<file path="config.mk">
export PLATFORM = sky130hd
export DESIGN_NAME = spmv_result_packer
export DESIGN_NICKNAME = d
export VERILOG_FILES = /design/src/rtl/spmv_result_packer.sv
export SDC_FILE = /design/constraint.sdc
export NUM_CORES = 1
export LEC_CHECK = 0
export ABC_AREA = 1
export ABC_CLOCK_PERIOD_IN_PS = 6200
export CORE_ASPECT_RATIO = 0.9
export CORE_MARGIN = 2
export CORE_UTILIZATION = 55
export DETAILED_ROUTE_END_ITERATION = 7
export PLACE_DENSITY = 0.78
export SLEW_MARGIN = 0
export SYNTH_ARGS = -nofsm -noshare
export SYNTH_HDL_FRONTEND = slang
export SYNTH_SLANG_ARGS = --single-unit
</file>
<file path="constraint.sdc">
create_clock -name clk -period 6.2 [get_ports clk]
set_clock_uncertainty 0.15 [all_clocks]
set_input_delay 0.93 -clock clk [delete_from_list [all_inputs] [get_ports clk]]
set_output_delay 0.93 -clock clk [all_outputs]
set_load 0.05 [all_outputs]
</file>
<file path="src/rtl/spmv_result_packer.sv">
// spmv_result_packer: requantizes four partial sums to saturated int8, packs them densely
// into 32-bit words and buffers the words in a small FIFO with a valid/ready output.
module spmv_result_packer #(
   parameter int k     = 4,
   parameter int ACC_W = 28,
   parameter int SHIFT = 8,
   parameter int DEPTH = 4
) (
   input  logic               clk,
   input  logic               rst,
   input  logic [ACC_W*k-1:0] psum_in,
   input  logic               psum_valid,
   input  logic [k-1:0]       lane_mask,
   input  logic               flush,
   output logic [8*k-1:0]     out_data,
   output logic               out_valid,
   input  logic               out_ready,
   output logic               in_ready,
   output logic               flush_done,
   output logic               overflow
);
   localparam int AW = $clog2(DEPTH);
   localparam logic [0:0] RUN = 1'b0;
   localparam logic [0:0] DRAIN = 1'b1;
   localparam logic [ACC_W:0] RND = {{ACC_W{1'b0}}, 1'b1} << (SHIFT - 1);

   logic [8*k-1:0] w_q, r_q, w_comp;
   logic [k-1:0]   r_mask;
   logic           r_flush;
   logic [23:0]    r_pbuf, w_rem;
   logic [1:0]     r_pcnt;
   logic [2:0]     w_n, w_tot, w_rcnt;
   logic [55:0]    w_stream;
   logic           w_pa, w_pb, w_pop, w_acc_a, w_acc_b;
   logic [31:0]    r_mem [DEPTH];
   logic [AW-1:0]  r_wp, r_rp, w_wp2;
   logic [AW:0]    r_cnt, w_free;
   logic [0:0]     r_state;
   logic           r_ovf;

   for (genvar g = 0; g < k; g++) begin : g_lane
      logic [ACC_W-1:0] w_s;
      logic [ACC_W:0]   w_sum, w_r;
      assign w_s   = psum_in[ACC_W*(k-g)-1 -: ACC_W];
      assign w_sum = {w_s[ACC_W-1], w_s} + RND;
      assign w_r   = $signed(w_sum) >>> SHIFT;
      // Saturate when the bits above the int8 range are not all copies of the sign.
      assign w_q[8*(k-g)-1 -: 8] = (!w_r[ACC_W] && |w_r[ACC_W-1:7]) ? 8'h7f :
                                   (w_r[ACC_W] && !(&w_r[ACC_W-1:7])) ? 8'h80 : w_r[7:0];
   end

   always_comb begin
      w_comp = '0;
      w_n = '0;
      for (int i = 0; i < k; i++)
         if (r_mask[k-1-i]) begin
            w_comp = w_comp | ({r_q[8*(k-i)-1 -: 8], 24'h0} >> {w_n, 3'b0});
            w_n = w_n + 3'd1;
         end
   end

   // Bytes past pack_cnt in pack_buf are kept zero so the OR-merge below is exact.
   assign w_tot    = {1'b0, r_pcnt} + w_n;
   assign w_stream = {r_pbuf, 32'h0} | ({w_comp, 24'h0} >> {r_pcnt, 3'b0});
   assign w_pa     = w_tot[2];
   assign w_rem    = w_pa ? w_stream[23:0] : w_stream[55:32];
   assign w_rcnt   = w_pa ? w_tot - 3'd4 : w_tot;
   assign w_pb     = r_flush && (w_rcnt != 3'd0);

   assign w_pop   = out_valid && out_ready;
   assign w_free  = (AW+1)'(DEPTH) - r_cnt + (AW+1)'(w_pop);
   assign w_acc_a = w_pa && (w_free != '0);
   assign w_acc_b = w_pb && (w_acc_a ? w_free >= (AW+1)'(2) : w_free != '0);
   assign w_wp2   = r_wp + AW'(w_acc_a);

   assign out_valid  = r_cnt != '0;
   assign out_data   = out_valid ? r_mem[r_rp] : '0;
   assign in_ready   = (w_free >= (AW+1)'(2)) && (r_state == RUN);
   assign flush_done = (r_state == DRAIN) && (r_cnt == '0);
   assign overflow   = r_ovf;

   always_ff @(posedge clk) begin
      if (w_acc_a) r_mem[r_wp] <= w_stream[55:24];
      if (w_acc_b) r_mem[w_wp2] <= {w_rem, 8'h0};
   end

   always_ff @(posedge clk or negedge rst) begin
      if (!rst) begin
         r_q     <= '0;
         r_mask  <= '0;
         r_flush <= 1'b0;
         r_pbuf  <= '0;
         r_pcnt  <= '0;
         r_wp    <= '0;
         r_rp    <= '0;
         r_cnt   <= '0;
         r_state <= RUN;
         r_ovf   <= 1'b0;
      end else begin
         r_q     <= psum_valid ? w_q : r_q;
         r_mask  <= psum_valid ? lane_mask : '0;
         r_flush <= flush;
         r_pbuf  <= r_flush ? '0 : w_rem;
         r_pcnt  <= r_flush ? 2'd0 : w_rcnt[1:0];
         r_wp    <= w_wp2 + AW'(w_acc_b);
         r_rp    <= r_rp + AW'(w_pop);
         r_cnt   <= r_cnt + (AW+1)'(w_acc_a) + (AW+1)'(w_acc_b) - (AW+1)'(w_pop);
         r_ovf   <= r_ovf || (w_pa && !w_acc_a) || (w_pb && !w_acc_b);
         r_state <= r_flush ? DRAIN : flush_done ? RUN : r_state;
      end
   end
endmodule

</file>
==> metrics.md, run 1 <==
| Metric | Value |
|---|---|
| EDFF count, synth | 96 |
| Final Hold Vio Count | 0 |
| Total power after layout | 0.00660 W |
| Synth area leaders | nand2_1 22%, edfxtp_1 21%, dfrtp_1 13% |
| Die width | 172 um |
| RePlAce Congestion | a little under 1 |
| Outcome | complete, no violations |
| Highest clock rate | 0.185 GHz |
| Synth warnings | 0 |
| Core Util, Final | roughly 64% |
| Share of total power in sequential cells | 30.5% |
| TritonCTS clock tree | done |
| Die height | 155 um |
| Leak | roughly 7.4 nW |
| Min-Delay Path Class | reg2reg |
| R2R Path Start | r_mask[3]$_DFF_PN0_ |
| Avg Cell Area, Syn | 6.54 um^2 |
| Largest net degree at the start of global routing | 73 |
| Fin. max-slew vios | 0 |
| CTS resizes | 0 |
| DRT iter0 DRCs | 1489 |
| DRT Wirelength | 39700 um |
| Diodes inserted | 0 |
| Synthesis-to-finish area growth | 15.5% |
| Vias in the first global route | 13100 |
| TNS Setup | 0 ns |
| CP arrival | 5.47 ns |
| Row cnt | 55 |
| Worst skew pair latency | 0.44 ns |
| Worst-Margin Slew | 0.955 ns |
| # setup viols final | 0 |
| Pint | 0.00340 W |
| Period utilization | a little under 90% |
| Worst-path clk slew | around 0.09 ns |
| Port bufs | ~130 |
| Clk sink count | 200 |
| RSZ-0062 raised after global routing | false |
| Max-cap viol count | 0 |
| Post-synth net total | 2273 |
| Multi-input logic area | 7530 um^2 |
| Vias | 14200 |
| Peak VDD IR | 245 uV |
| Switching power share of the total | 48.4% |
| Net count, final | between 2000 and 2500 |
| Max FO, Critical Path | 21 |
| Hold Crit Start | r_mem[2][5]$_SDFFE_PP0P_ |
| WHS Endpoint | r_mem[2][5]$_SDFFE_PP0P_ |
| I/O pin cnt | 157 |
| Worst Reg-to-Reg Cells | 23 |
| Filler instances | 2264 |
| Initial antenna violation count | 0 |
| Clk buf depth | 2 |
| Power per cell area | 409 nW/um^2 |
| CP required | 6.25 ns |
| Dominant synthesized flop cell | edfxtp_1 |
| Placed cell areas | 15500 um^2 |
| Critical path type | reg2reg |
| Via-to-Cell Ratio | 5.51 |
| Ys async rst share | between 30% and 40% |
| Drt wl/cell | 15.4 um |
| Setup bufs post-CTS | 0 |
| Switch Pwr | 0.00320 W |
| Post-Synthesis Cells | 2133 |
| Core area | 25000 um^2 |
| Htree depth | 4 |
| Most frequent cells in the layout | 804 x nand2_1, 296 x nor2_1, 177 x inv_1 |
| R2r endpoint | r_mem[2][31]$_DFFE_PP_ |
| Starting density of the core | 55.7% |
| Synth top area share | 21.6% |
| Cell type with the largest total area after synthesis | nand2_1 |
| Combinational Power Share | 52.1% |
| Area of the die | 26700 um^2 |
| Clock share of power | 17.4% |
| Leading cell type in the layout, fill and taps excluded | nand2_1 |
| DP HPWL | 28100 um |
| Post-Syn Area | 14000 um^2 |
| Hold Buf Count CTS | 0 |
| Hold Path Cell Cnt | 2 |
| First-pass GRT wire length | 64200 um |
| Layout cell share with drive strength beyond 1 | 4.15% |
| Pre-antenna DRT Iters | 8 |
| Residual DRC count | 0 |
| Total track usage | 30.2% |
| R2R Setup Slk | 0.78 ns |
| Distinct cells, synth | 47 |
| Seq/Total Area, Yosys | 38.2% |
| Crit start category | register |
| Post-route cell area | roughly 16000 um^2 |
| Antenna-violating nets left | 0 |
| Final hold slack | 0.315 ns |
| Worst setup EP type | register |
| Fin crit period | roughly 5.4 ns |
| Inserted Clock Buffers | 17 |
| Rel. slew slack | 36.3% |
| Seq. cell area | between 5000 and 6000 um^2 |
| Seq cells post-synth | 200 |
| Cell chosen for the clock root | clkbuf_16 |
| Total grt overflow | 0 |
==> synthesized netlist by cell type, drive strengths merged, types with 19 or more instances <==
library cell,count
nand3,125
nor2,301
buf,22
edfxtp,96
nand4,21
nor3,24
dfxtp,32
clkbuf,52
nand2,807
a21oi,96
dfrtp,72
xor2,19
inv,187
o21ai,181
==> state kept, by name (all words and copies together) (netlist names) <==
register / count
overflow: 1
r_cnt: 3
r_flush: 1
r_mask: 4
r_mem: 128
r_pbuf: 24
r_pcnt: 2
r_q: 32
r_rp: 2
r_state: 1
r_wp: 2
==> worst max-delay path: stages (launching register included) <==
cell and delay [ns]:
dfrtp_1 0.47, inv_1 0.33, ha_1 0.64, nand2_1 0.12, inv_1 0.08, nor2_2 0.03
buf_4 0.18, ha_1 0.28, o21ai_0 0.12, fa_1 0.43, xnor2_1 0.15, or2_1 0.25
nand2_4 0.07, inv_2 0.13, nand2_2 0.10, inv_1 0.04, ha_1 0.17, or2_2 0.29
nand2_1 0.22, inv_1 0.16, nand3_4 0.18, clkinv_2 0.31, nand3_1 0.21, nand2_1 0.06
==> layer usage <==
layer,routed length [um],part of all wire (%),GRT usage [%]
met1,16600,42,39.2
met2,18700,47,50.2
met3,3090,7.8,5.62
met4,1290,3.2,11.7
met5,0,0,0
==> logic make-up after synthesis <==
kind of cell,Yosys count,share of synthesized area [%]
flip-flops,200,38.2
AND/OR/NAND/NOR,1306,38.4
adder cells (fa/ha/maj),19,1.87
buffers and inverters,267,7.87
AO/OA/AOI/OAI,311,11.8
XOR/XNOR,30,1.88
==> layout make-up <==
type,count,share of cell area (%)
Timing Repair Buffer,150,9.27
Tap cell,342,2.65
Sequential cell,200,33.0
Clock buffer,17,2.64
Clock inverter,15,1.13
Inverter,193,4.53
Multi-Input combinational cell,1666,46.7
==> how the worst max path moves through the flow <==
stage,from,to,slack [ns],depth (start not counted)
2_1_floorplan,r_mask[3]$_DFF_PN0_,r_mem[3][10]$_DFFE_PP_,0.91,25
3_3_place_gp,r_mask[3]$_DFF_PN0_,r_mem[2][25]$_DFFE_PP_,0.96,23
3_5_place_dp,r_mask[3]$_DFF_PN0_,r_mem[2][31]$_DFFE_PP_,0.88,23
4_1_cts,r_mask[3]$_DFF_PN0_,r_mem[2][31]$_DFFE_PP_,0.85,23
5_1_grt,r_mask[3]$_DFF_PN0_,r_mem[3][24]$_DFFE_PP_,0.40,27
6_report,r_mask[3]$_DFF_PN0_,r_mem[2][31]$_DFFE_PP_,0.78,23
==> power groups by stage <==
stage | combinational (W) | sequential [W] | clock, W
2_1_floorplan | 0.00238 | 0.00195 | 0
3_5_place_dp | 0.00341 | 0.00203 | 0
6_report | 0.00344 | 0.00201 | 0.00114
4_1_cts | 0.00343 | 0.00201 | 0.00115
3_3_place_gp | 0.00332 | 0.00202 | 0
5_1_grt | 0.00373 | 0.00205 | 0.00120
==> through the flow <==
stage                     cells  setup WS [ns]
after floorplan            2133          0.907
after global placement     2551          0.964
after detailed placement   2551          0.880
after CTS                  2583          0.850
after global routing       2583          0.396
final                      2583          0.782
No activity file was read; power rests on OpenSTA's default activity.
==> run 2, diff against run 1 <==
CORE_UTILIZATION = 58   (was 55)
PLACE_DENSITY = 0.82   (was 0.78)
==> run 2 against run 1 <==
The run now ends with design-rule violations left. First-iteration DRC count grew 28%. Sequential power is essentially flat. Cell count shrank 1.5%. Sequential cell count is the same. Core utilization grew 4.3 points. Sequential share of layout area is essentially flat. Routed wire length grew 3.9%. Via count grew 0.84%. Final area is essentially flat. Count of clock-buffer cells in the layout is the same. Fmax grew 1.3%. Critical endpoint is now r_mem[0][12]$_DFFE_PP_. Highest routed layer unchanged.
==> metrics.md, run 2 (same netlist as run 1, synthesis figures left out) <==
| Metric | Value |
|---|---|
| Outcome | finished, violations left (was complete, no violations) |
| Failing checks | design-rule violations |
| Via-to-Cell Ratio | 5.64 (was 5.51) |
| Worst setup EP type | register (unchanged) |
| R2R Path Start | r_mask[3]$_DFF_PN0_ (unchanged) |
| R2R Setup Slk | 0.85 ns (was 0.78 ns) |
| Power per cell area | 417 nW/um^2 (was 409 nW/um^2) |
| DRT iter0 DRCs | 1906 (was 1489) |
| DRT Wirelength | 41200 um (was 39700 um) |
| Total track usage | 32.9% (was 30.2%) |
| Vias | 14300 (was 14200) |
| Leak | 7.37 nW (was 7.35 nW) |
| Period utilization | 86.3% (was 87.4%) |
| Worst skew pair latency | 0.45 ns (was 0.44 ns) |
| TNS Setup | 0 ns (unchanged) |
| Final Hold Vio Count | 0 (unchanged) |
| Hold Crit Start | r_mem[1][4]$_SDFFE_PP0P_ (was r_mem[2][5]$_SDFFE_PP0P_) |
| Initial antenna violation count | 0 (unchanged) |
| Leading cell type in the layout, fill and taps excluded | nand2_1 (unchanged) |
| Largest net degree at the start of global routing | 73 (unchanged) |
| Layout cell share with drive strength beyond 1 | 4.15% (unchanged) |
| Rel. slew slack | 35.7% (was 36.3%) |
| Cell chosen for the clock root | clkbuf_16 (unchanged) |
| R2r endpoint | r_mem[0][12]$_DFFE_PP_ (was r_mem[2][31]$_DFFE_PP_) |
| Fin. max-slew vios | 0 (unchanged) |
| I/O pin cnt | 157 (unchanged) |
| Hold Path Cell Cnt | 2 (unchanged) |
| Critical path origin | r_mask[3]$_DFF_PN0_ (unchanged) |
| Hold Buf Count CTS | 0 (unchanged) |
| CP arrival | 5.40 ns (was 5.47 ns) |
| Fin crit period | 5.35 ns (was 5.42 ns) |
| Residual DRC count | 3 (was 0) |
| Drt wl/cell | 16.2 um (was 15.4 um) |
| First-pass GRT wire length | 66700 um (was 64200 um) |
| Row cnt | 53 (was 55) |
| Htree depth | 4 (unchanged) |
| CP required | 6.25 ns (about the same) |
| Diodes inserted | 0 (unchanged) |
| Peak VDD IR | 226 uV (was 245 uV) |
| Critical path type | reg2reg (unchanged) |
| Inserted Clock Buffers | 17 (unchanged) |
| Crit start category | register (unchanged) |
| Net count, final | 2368 (unchanged) |
| # setup viols final | 0 (unchanged) |
| Starting density of the core | 59.4% (was 55.7%) |
| Max FO, Critical Path | 24 (was 21) |
| Total grt overflow | 0 (unchanged) |
| Port bufs | 128 (unchanged) |
| Area of the die | 25300 um^2 (was 26700 um^2) |
| DP HPWL | 29000 um (was 28100 um) |
| Min-Delay Path Class | reg2reg (unchanged) |
| Core area | 23500 um^2 (was 25000 um^2) |
| Worst-Margin Slew | 0.954 ns (was 0.955 ns) |
| Die height | 151 um (was 155 um) |
| Synthesis-to-finish area growth | 15.5% (about the same) |
| Clk buf depth | 2 (unchanged) |
| Max FFs per register | 128 (unchanged) |
| RSZ-0062 raised after global routing | false (unchanged) |
| Final worst slack | 0.851 ns (was 0.782 ns) |
| Highest clock rate | 0.187 GHz (was 0.185 GHz) |
| Fin cells | 2543 (was 2583) |
| Worst Reg-to-Reg Cells | 24 (was 23) |
| Clk sink count | 200 (unchanged) |
| Placed cells | 2511 (was 2551) |
| Setup bufs post-CTS | 0 (unchanged) |
| Reg with most FFs | r_mem (unchanged) |
| TritonCTS clock tree | done (unchanged) |
| Pre-CTS WS | 0.936 ns (was 0.880 ns) |
| Antenna-violating nets left | 0 (unchanged) |
| Most frequent cells in the layout | 804 x nand2_1, 296 x nor2_1, 177 x inv_1 (unchanged) |
| Die width | 167 um (was 172 um) |
| CTS resizes | 0 (unchanged) |
| Vias in the first global route | 13600 (was 13100) |
| WHS Endpoint | r_mem[1][4]$_SDFFE_PP0P_ (was r_mem[2][5]$_SDFFE_PP0P_) |
| Largest regs | r_mem x128, r_q x32, r_pbuf x24 (unchanged) |
| RePlAce Congestion | 0.980 (was 0.960) |
| Max-cap viol count | 0 (unchanged) |
| Worst-path clk slew | 0.09 ns (about the same) |
| Pre-antenna DRT Iters | 8 (unchanged) |
## run 2: changes by cell type in the layout (fill, tap and decap cells not counted), sizes merged
| cell | before | now |
|---|---|---|
| clkinv | 11 | 10 |
| clkinvlp | 1 | 0 |
| inv | 196 | 198 |
## run 2: where the power goes
part           leakage (nW)  internal (W)  switching [W]
Combinational          4.97       0.00102        0.00245
Clock                 0.309      0.000576       0.000643
Sequential             2.09       0.00183       0.000191
## run 2: critical path, stage by stage (launching register included)
cell	delay [ns]
dfrtp_1	0.48
inv_1	0.46
ha_1	0.49
nand2_1	0.16
inv_1	0.06
nor2_2	0.19
xor2_1	0.17
ha_1	0.16
inv_1	0.05
fa_1	0.37
xnor2_1	0.15
or2_1	0.24
nand2_4	0.07
inv_2	0.04
nand2_2	0.17
inv_1	0.08
ha_1	0.19
or2_2	0.29
nand2_1	0.12
buf_4	0.16
nand3_4	0.21
nand2_1	0.15
inv_2	0.24
nand2_1	0.17
nand2_1	0.07
## run 2: final cells by class
cell class              instances  area, um^2
multi-input cells            1666        7530
fillers                      2077        7370
flip-flops and latches        200        5330
repair buffers                150        1490
inverters                     193         729
clock buffers                  17         425
well taps                     302         378
clock inverters                15         221
## run 2: worst max-delay path by stage
stage / to / slack, ns / depth (start not counted)
after global routing: r_mem[0][27]$_DFFE_PP_ / 0.49 / 24
after detailed placement: r_mem[0][21]$_DFFE_PP_ / 0.94 / 24
after floorplan: r_mem[3][10]$_DFFE_PP_ / 0.91 / 25
final: r_mem[0][12]$_DFFE_PP_ / 0.85 / 24
after global placement: r_mem[3][25]$_DFFE_PP_ / 1.09 / 23
after CTS: r_mem[0][12]$_DFFE_PP_ / 0.87 / 24
## run 2: metrics by stage
step / utilization (%) / hold slack, ns / cell area, um^2 / total power [W]
after global placement: 65.9 / 0.298 / 15500 / 0.00536
after floorplan: - / 0.290 / 14000 / 0.00434
after detailed placement: 65.9 / 0.303 / 15500 / 0.00546
after global routing: 68.6 / 0.352 / 16100 / 0.00707
after CTS: 68.6 / 0.317 / 16100 / 0.00667
final: 68.6 / 0.314 / 16100 / 0.00671
## run 2: metal layers
metal  vias up  wire (um)  global-route usage, %
met4         0       1140                   12.9
met5         -          0                      0
met3        98       3620                   6.14
met2       680      20100                   57.5
met1      6536      16400                   40.8
li1       7028          -                      -
